### src/rtl/wb_commit_buffer.sv
// Writeback commit buffer: DEPTH-entry FIFO between MEM and the commit point.
// Optional WB_DEBUG_TRACE_EN adds debug_wb_* trace outputs.
module wb_commit_buffer #(
  parameter int              DW       = 32,
  parameter int              RW       = 5,
  parameter int              DEPTH    = 2,
  parameter logic [DW-1:0]   RESET_PC = 32'hbfc00000
) (
  input  logic                     clk,
  input  logic                     resetn,
  input  logic                     in_valid,
  output logic                     in_ready,
  input  logic [DW-1:0]            in_pc,
  input  logic [DW-1:0]            in_result,
  input  logic [RW-1:0]            in_wreg,
  input  logic                     in_wen,
  input  logic                     in_hilo_we,
  input  logic [2*DW-1:0]          in_hilo,
  input  logic                     stall,
  input  logic                     flush,
  output logic [DW-1:0]            pc_out,
  output logic [DW-1:0]            result_out,
  output logic [RW-1:0]            wreg_out,
  output logic                     regwrite,
  output logic                     hilo_write,
  output logic [2*DW-1:0]          hilo_out,
  input  logic [RW-1:0]            fwd_reg,
  output logic                     fwd_hit,
  output logic [DW-1:0]            fwd_data,
  output logic [$clog2(DEPTH):0]   count
`ifdef WB_DEBUG_TRACE_EN
  ,
  output logic [DW-1:0]            debug_wb_pc,
  output logic [3:0]               debug_wb_rf_wen,
  output logic [RW-1:0]            debug_wb_rf_wnum,
  output logic [DW-1:0]            debug_wb_rf_wdata
`endif
);

  localparam int AW = $clog2(DEPTH);
  localparam int CW = AW + 1;

  typedef struct packed {
    logic [DW-1:0]   pc;
    logic [DW-1:0]   result;
    logic [RW-1:0]   wreg;
    logic            wen;
    logic            hilo_we;
    logic [2*DW-1:0] hilo;
  } wb_ent_t;

  wb_ent_t       mem [DEPTH];
  wb_ent_t       head;
  wb_ent_t       in_ent;
  logic [AW-1:0] wptr;
  logic [AW-1:0] rptr;
  logic          push;
  logic          pop;

  assign in_ready = (count != CW'(DEPTH));
  assign push     = in_valid & in_ready & ~flush;
  assign pop      = (count != '0) & ~stall & ~flush;
  assign head     = mem[rptr];

  always_comb begin
    in_ent         = '0;
    in_ent.pc      = in_pc;
    in_ent.result  = in_result;
    in_ent.wreg    = in_wreg;
    in_ent.wen     = in_wen;
    in_ent.hilo_we = in_hilo_we;
    in_ent.hilo    = in_hilo;
  end

  // Storage needs no reset: count gates every read.
  always_ff @(posedge clk) begin
    if (push) begin
      mem[wptr] <= in_ent;
    end
  end

  always_ff @(posedge clk or negedge resetn) begin
    if (!resetn) begin
      wptr  <= '0;
      rptr  <= '0;
      count <= '0;
    end else if (flush) begin
      wptr  <= '0;
      rptr  <= '0;
      count <= '0;
    end else begin
      if (push) wptr <= wptr + 1'b1;
      if (pop)  rptr <= rptr + 1'b1;
      unique case ({push, pop})
        2'b10:   count <= count + 1'b1;
        2'b01:   count <= count - 1'b1;
        default: count <= count;
      endcase
    end
  end

  always_ff @(posedge clk or negedge resetn) begin
    if (!resetn) begin
      pc_out     <= RESET_PC;
      result_out <= '0;
      wreg_out   <= '0;
      regwrite   <= 1'b0;
      hilo_write <= 1'b0;
      hilo_out   <= '0;
    end else if (flush) begin
      regwrite   <= 1'b0;
      hilo_write <= 1'b0;
    end else if (!stall) begin
      if (pop) begin
        pc_out     <= head.pc;
        result_out <= head.result;
        wreg_out   <= head.wreg;
        regwrite   <= head.wen & (head.wreg != '0);
        hilo_write <= head.hilo_we;
        hilo_out   <= head.hilo;
      end else begin
        regwrite   <= 1'b0;
        hilo_write <= 1'b0;
      end
    end
  end

  // Oldest to youngest so the youngest match wins; commit reg is lowest.
  always_comb begin
    wb_ent_t e;
    fwd_hit  = 1'b0;
    fwd_data = '0;
    e        = '0;
    if (regwrite && (wreg_out == fwd_reg) && (fwd_reg != '0)) begin
      fwd_hit  = 1'b1;
      fwd_data = result_out;
    end
    for (int i = 0; i < DEPTH; i++) begin
      e = mem[rptr + AW'(i)];
      if ((CW'(i) < count) && e.wen &&
          (e.wreg == fwd_reg) && (fwd_reg != '0)) begin
        fwd_hit  = 1'b1;
        fwd_data = e.result;
      end
    end
  end

`ifdef WB_DEBUG_TRACE_EN
  assign debug_wb_pc       = pc_out;
  assign debug_wb_rf_wen   = {4{regwrite}};
  assign debug_wb_rf_wnum  = wreg_out;
  assign debug_wb_rf_wdata = result_out;
`endif

endmodule

### config.mk
export PLATFORM = sky130hd
export DESIGN_NAME = wb_commit_buffer
export DESIGN_NICKNAME = d
export VERILOG_FILES = /design/src/rtl/wb_commit_buffer.sv
export SDC_FILE = /design/constraint.sdc
export NUM_CORES = 1
export LEC_CHECK = 0
export BUFFER_PORTS_ARGS = -buffer_cell sky130_fd_sc_hd__buf_2
export CORE_AREA = 8 8 175 177
export CTS_BUF_LIST = sky130_fd_sc_hd__clkbuf_16
export CTS_CLUSTER_SIZE = 16
export DETAILED_ROUTE_END_ITERATION = 8
export DIE_AREA = 0 0 183 185
export GPL_TIMING_DRIVEN = 0
export PLACE_DENSITY = 0.84
export SYNTH_ARGS = -nofsm -noshare
export SYNTH_HDL_FRONTEND = slang
export SYNTH_SLANG_ARGS = --single-unit
export TNS_END_PERCENT = 5
### constraint.sdc
create_clock -name clk -period 19.85 [get_ports clk]
set_input_delay 4.9625 -clock clk [delete_from_list [all_inputs] [get_ports clk]]
set_output_delay 4.9625 -clock clk [all_outputs]
set_load 0.01 [all_outputs]
==> flow_summary_export.csv <==
group,metric,value,unit
cts,path_clk_slew,0.05,ns
global_route,track_usage,0.256,
yosys,synthCells,1095,
cts,cts-root-buf,"clkbuf_16",
global_route,antenna_found_initial,16,
yosys,ys_async_sr_fraction,0.340,
cts,cts_hold_buf,0,
yosys,synth_edf_count,270,
worst_setup_path,critical_path_cell_count,9,
route,ant_nets,0,
yosys,ys_ff_latch,409,
die,io_pins,316,
yosys,syn-cell-area,16200,µm²
timing,hold_viol,0,
cts,cts_tree,"built",
cts,cts_setup_buffers,0,
yosys,synth_fp_nets,1243,
finish,multiInputGateArea,4230,µm²
worst_setup_path,cp_common_cell,"buf_2",
timing,fin_crit_sh,0.619,
yosys,synthTopCellsByArea,"edfxtp_1 50%, dfrtp_1 20%, mux2i_1 7.0%",
global_route,grt.overflow.total,0,
worst_setup_path,crit_family,"simple AND/OR/NAND/NOR gates",
job,maxCapViolCount,0,
finish,layout-drive-gt1-share,0.325,
worst_setup_path,cp_max_fo,10,
cts,cts_sinks,409,
worst_setup_path,critPathSlowestCell,"a2111oi_0",
die,core,28100,µm²
route,avgRoutedWirePerCell,23.3,µm
pwr,power_density,137,nW/µm²
worst_setup_path,worst_ep_required_time,14.89,ns
worst_setup_path,regToRegSetupSlack,16.58,ns
route,viasPerCell,5.88,
finish,fillers,1886,
timing,max_freq,81.3,MHz
global_route,grt_pass1_vias,11900,
route,routed_wl,44.4,mm
worst_setup_path,crit_path_end_kind,"output port",
cts,cts-htree-levels,2,
timing,hold_ws,0.501,ns
yosys,synthFlopType,"edfxtp_1",
min_path,min_path_cells,2,
finish,final_util,0.710,
timing,min_period,12.30,ns
worst_setup_path,criticalPathCategory,"in -> out",
cts,cts_made_buffers,41,
timing,rsz0062_at_grt,"false",
cts,clk_latency,0.54,ns
finish,layout.nets,1629,
worst_setup_path,crit_buf_inv,4,
route,drc,0,
yosys,yosysTopAreaCell,"edfxtp_1",
timing,slew_viol_final,0,
die,die_w,183,µm
placement,dp_hpwl,31.3,mm
worst_setup_path,crit_chain,"buf_2, nor4_1, a2111oi_0, nand4_1, or2_1, clkbuf_1, buf_2, a31oi_1, buf_2",
die,start_util,0.576,
timing,worst_slack,7.55,ns
cts,ctsResizeCount,0,
timing,tightest_slew,0.921,ns
pwr,total_power,0.00274,W
pwr,p_leak,7.59,nW
yosys,postSynthAreaPerCell,14.8,µm²
route,vias,11200,
global_route,grt_max_degree,72,
finish,areaGrowthSynthToFinish,23.2,%
global_route,grt_pass1_wl,67.0,mm
finish,seqCellArea,11600,µm²
yosys,synth_top_area_frac,0.501,
timing,slew_headroom,0.381,
placement,dp_slack,7.58,ns
die,die_h,185,µm
route,drt_pass1_iterations,5,
finish,final_cells,1907,
pwr,vdd_drop_max,0.122,mV
die,die_area,33900,µm²
worst_setup_path,slowest_delay,0.44,ns
worst_setup_path,rr_worst_depth,7,
worst_setup_path,crit_arrival,7.33,ns
die,num_rows,62,
yosys,yosysWarnings,0,
placement,placed_cells,1822,
route,dr.first_iter.drc_count,775,
cts,clock_path_buffers,3,
min_path,worstHoldPathType,"reg -> reg",
worst_setup_path,critPathLaunchType,"input port",
yosys,yosysSeqAreaShare,0.716,
placement,io_buffers,314,
yosys,yosysUniqueCellTypes,41,
timing,fin_worst_skew,0.0280,ns
placement,place.gp.congestion,0.854,
timing,setup_viol,0,
status,status,"finished, final reports clean",
## power breakdown
part / total, W / leakage (nW) / switching [W] / internal, W
Sequential: 0.00122 / 4.03 / 0.000114 / 0.00111
Clock: 0.000745 / 0.668 / 0.000316 / 0.000430
Combinational: 0.000771 / 2.88 / 0.000467 / 0.000304
## Yosys cell counts, types with 9 or more instances
library cell    n
clkbuf_1       41
nand3_1        24
dfrtp_1       130
mux2_2         48
buf_2          26
nor2_1        115
a21oi_1       111
mux2i_1       114
dfstp_2         9
edfxtp_1      270
o211ai_1       33
or3_1           9
nor2b_1        34
a31oi_1        32
a2111oi_0      33
## final cells by class
class                           count  share of cell area
Clock buffer                       41              0.0514
Clock inverter                     35              0.0140
Buffer                             78              0.0176
Sequential cell                   409               0.582
Multi-Input combinational cell    601               0.212
Timing Repair Buffer              343              0.0969
Antenna cell                        9             0.00113
Tap cell                          384              0.0241
Inverter                            7             0.00132
## cells by family (layout without fill, tap and decap cells)
family,Yosys count,count (layout),synth area share
flip-flops,409,409,0.716
XOR/XNOR,18,18,0.0107
AND/OR/NAND/NOR,202,202,0.0581
buffers and inverters,85,504,0.0233
multiplexers,164,164,0.107
AO/OA/AOI/OAI,214,214,0.0825
other,0,9,0
adder cells (fa/ha/maj),3,3,0.00232
## cells in the final DEF, fill, tap and decap left out, drive strengths merged, types with 2 or more instances in the layout
| master | Yosys | final |
|---|---|---|
| dfstp | 9 | 9 |
| dfrtp | 130 | 130 |
| nand4 | 3 | 3 |
| ha | 3 | 3 |
| xor2 | 10 | 10 |
| clkinvlp | 0 | 2 |
| nand3 | 24 | 24 |
| a21oi | 111 | 111 |
| edfxtp | 270 | 270 |
| clkbuf | 41 | 82 |
| nor2 | 115 | 115 |
| or3 | 9 | 9 |
| diode | 0 | 9 |
| nor3 | 2 | 2 |
| o211ai | 33 | 33 |
| xnor2 | 8 | 8 |
| inv | 7 | 18 |
| clkinv | 0 | 18 |
| mux2 | 48 | 48 |
| nand2 | 6 | 6 |
| nor4 | 2 | 2 |
| bufinv | 0 | 4 |
| a31oi | 32 | 32 |
| a2111oi | 33 | 33 |
| buf | 37 | 380 |
| nor2b | 34 | 34 |
| mux2i | 116 | 116 |
## routing by layer
metal | global-route usage | wire [µm] | vias to the layer above
met4 | 0.0953 | 1430 | 20
met1 | 0.292 | 15800 | 5589
met5 | 0 | 121 | -
met2 | 0.442 | 22400 | 575
li1 | - | - | 4904
met3 | 0.0918 | 4720 | 117
## flip-flops by register name, indices dropped and copies added, names as in the netlist
signal / cells
regwrite: 1
count: 2
rptr: 1
mem: 270
wptr: 1
wreg_out: 5
result_out: 32
hilo_write: 1
pc_out: 32
hilo_out: 64
## worst reg2reg max path: cells and delay by family, from the launching register on
kind,cells,cell delay [ns]
AO/OA/AOI/OAI,1,0.17
adder cells (fa/ha/maj),1,0.26
buffers and inverters,4,1.98
flip-flops,1,0.44
AND/OR/NAND/NOR,1,0.28
## path summary, 6_finish.rpt
path	from	endpoint
max in group asynchronous	resetn	pc_out[25]
worst max-delay path	fwd_reg[1]	fwd_data[10]
worst min-delay path	pc_out[29]	pc_out[29]
min in group asynchronous	resetn	hilo_out[46]
worst max register to register	count[0]	hilo_out[45]
worst min register to register	pc_out[29]	pc_out[29]
## stage by stage
step,TNS [ns],cell area [µm²]
2_1_floorplan,0,16200
3_3_place_gp,-468.39,18200
3_5_place_dp,0,18600
4_1_cts,0,19900
5_1_grt,0,19900
6_report,0,19900
Note: power is estimated with default switching activity, not from simulation.
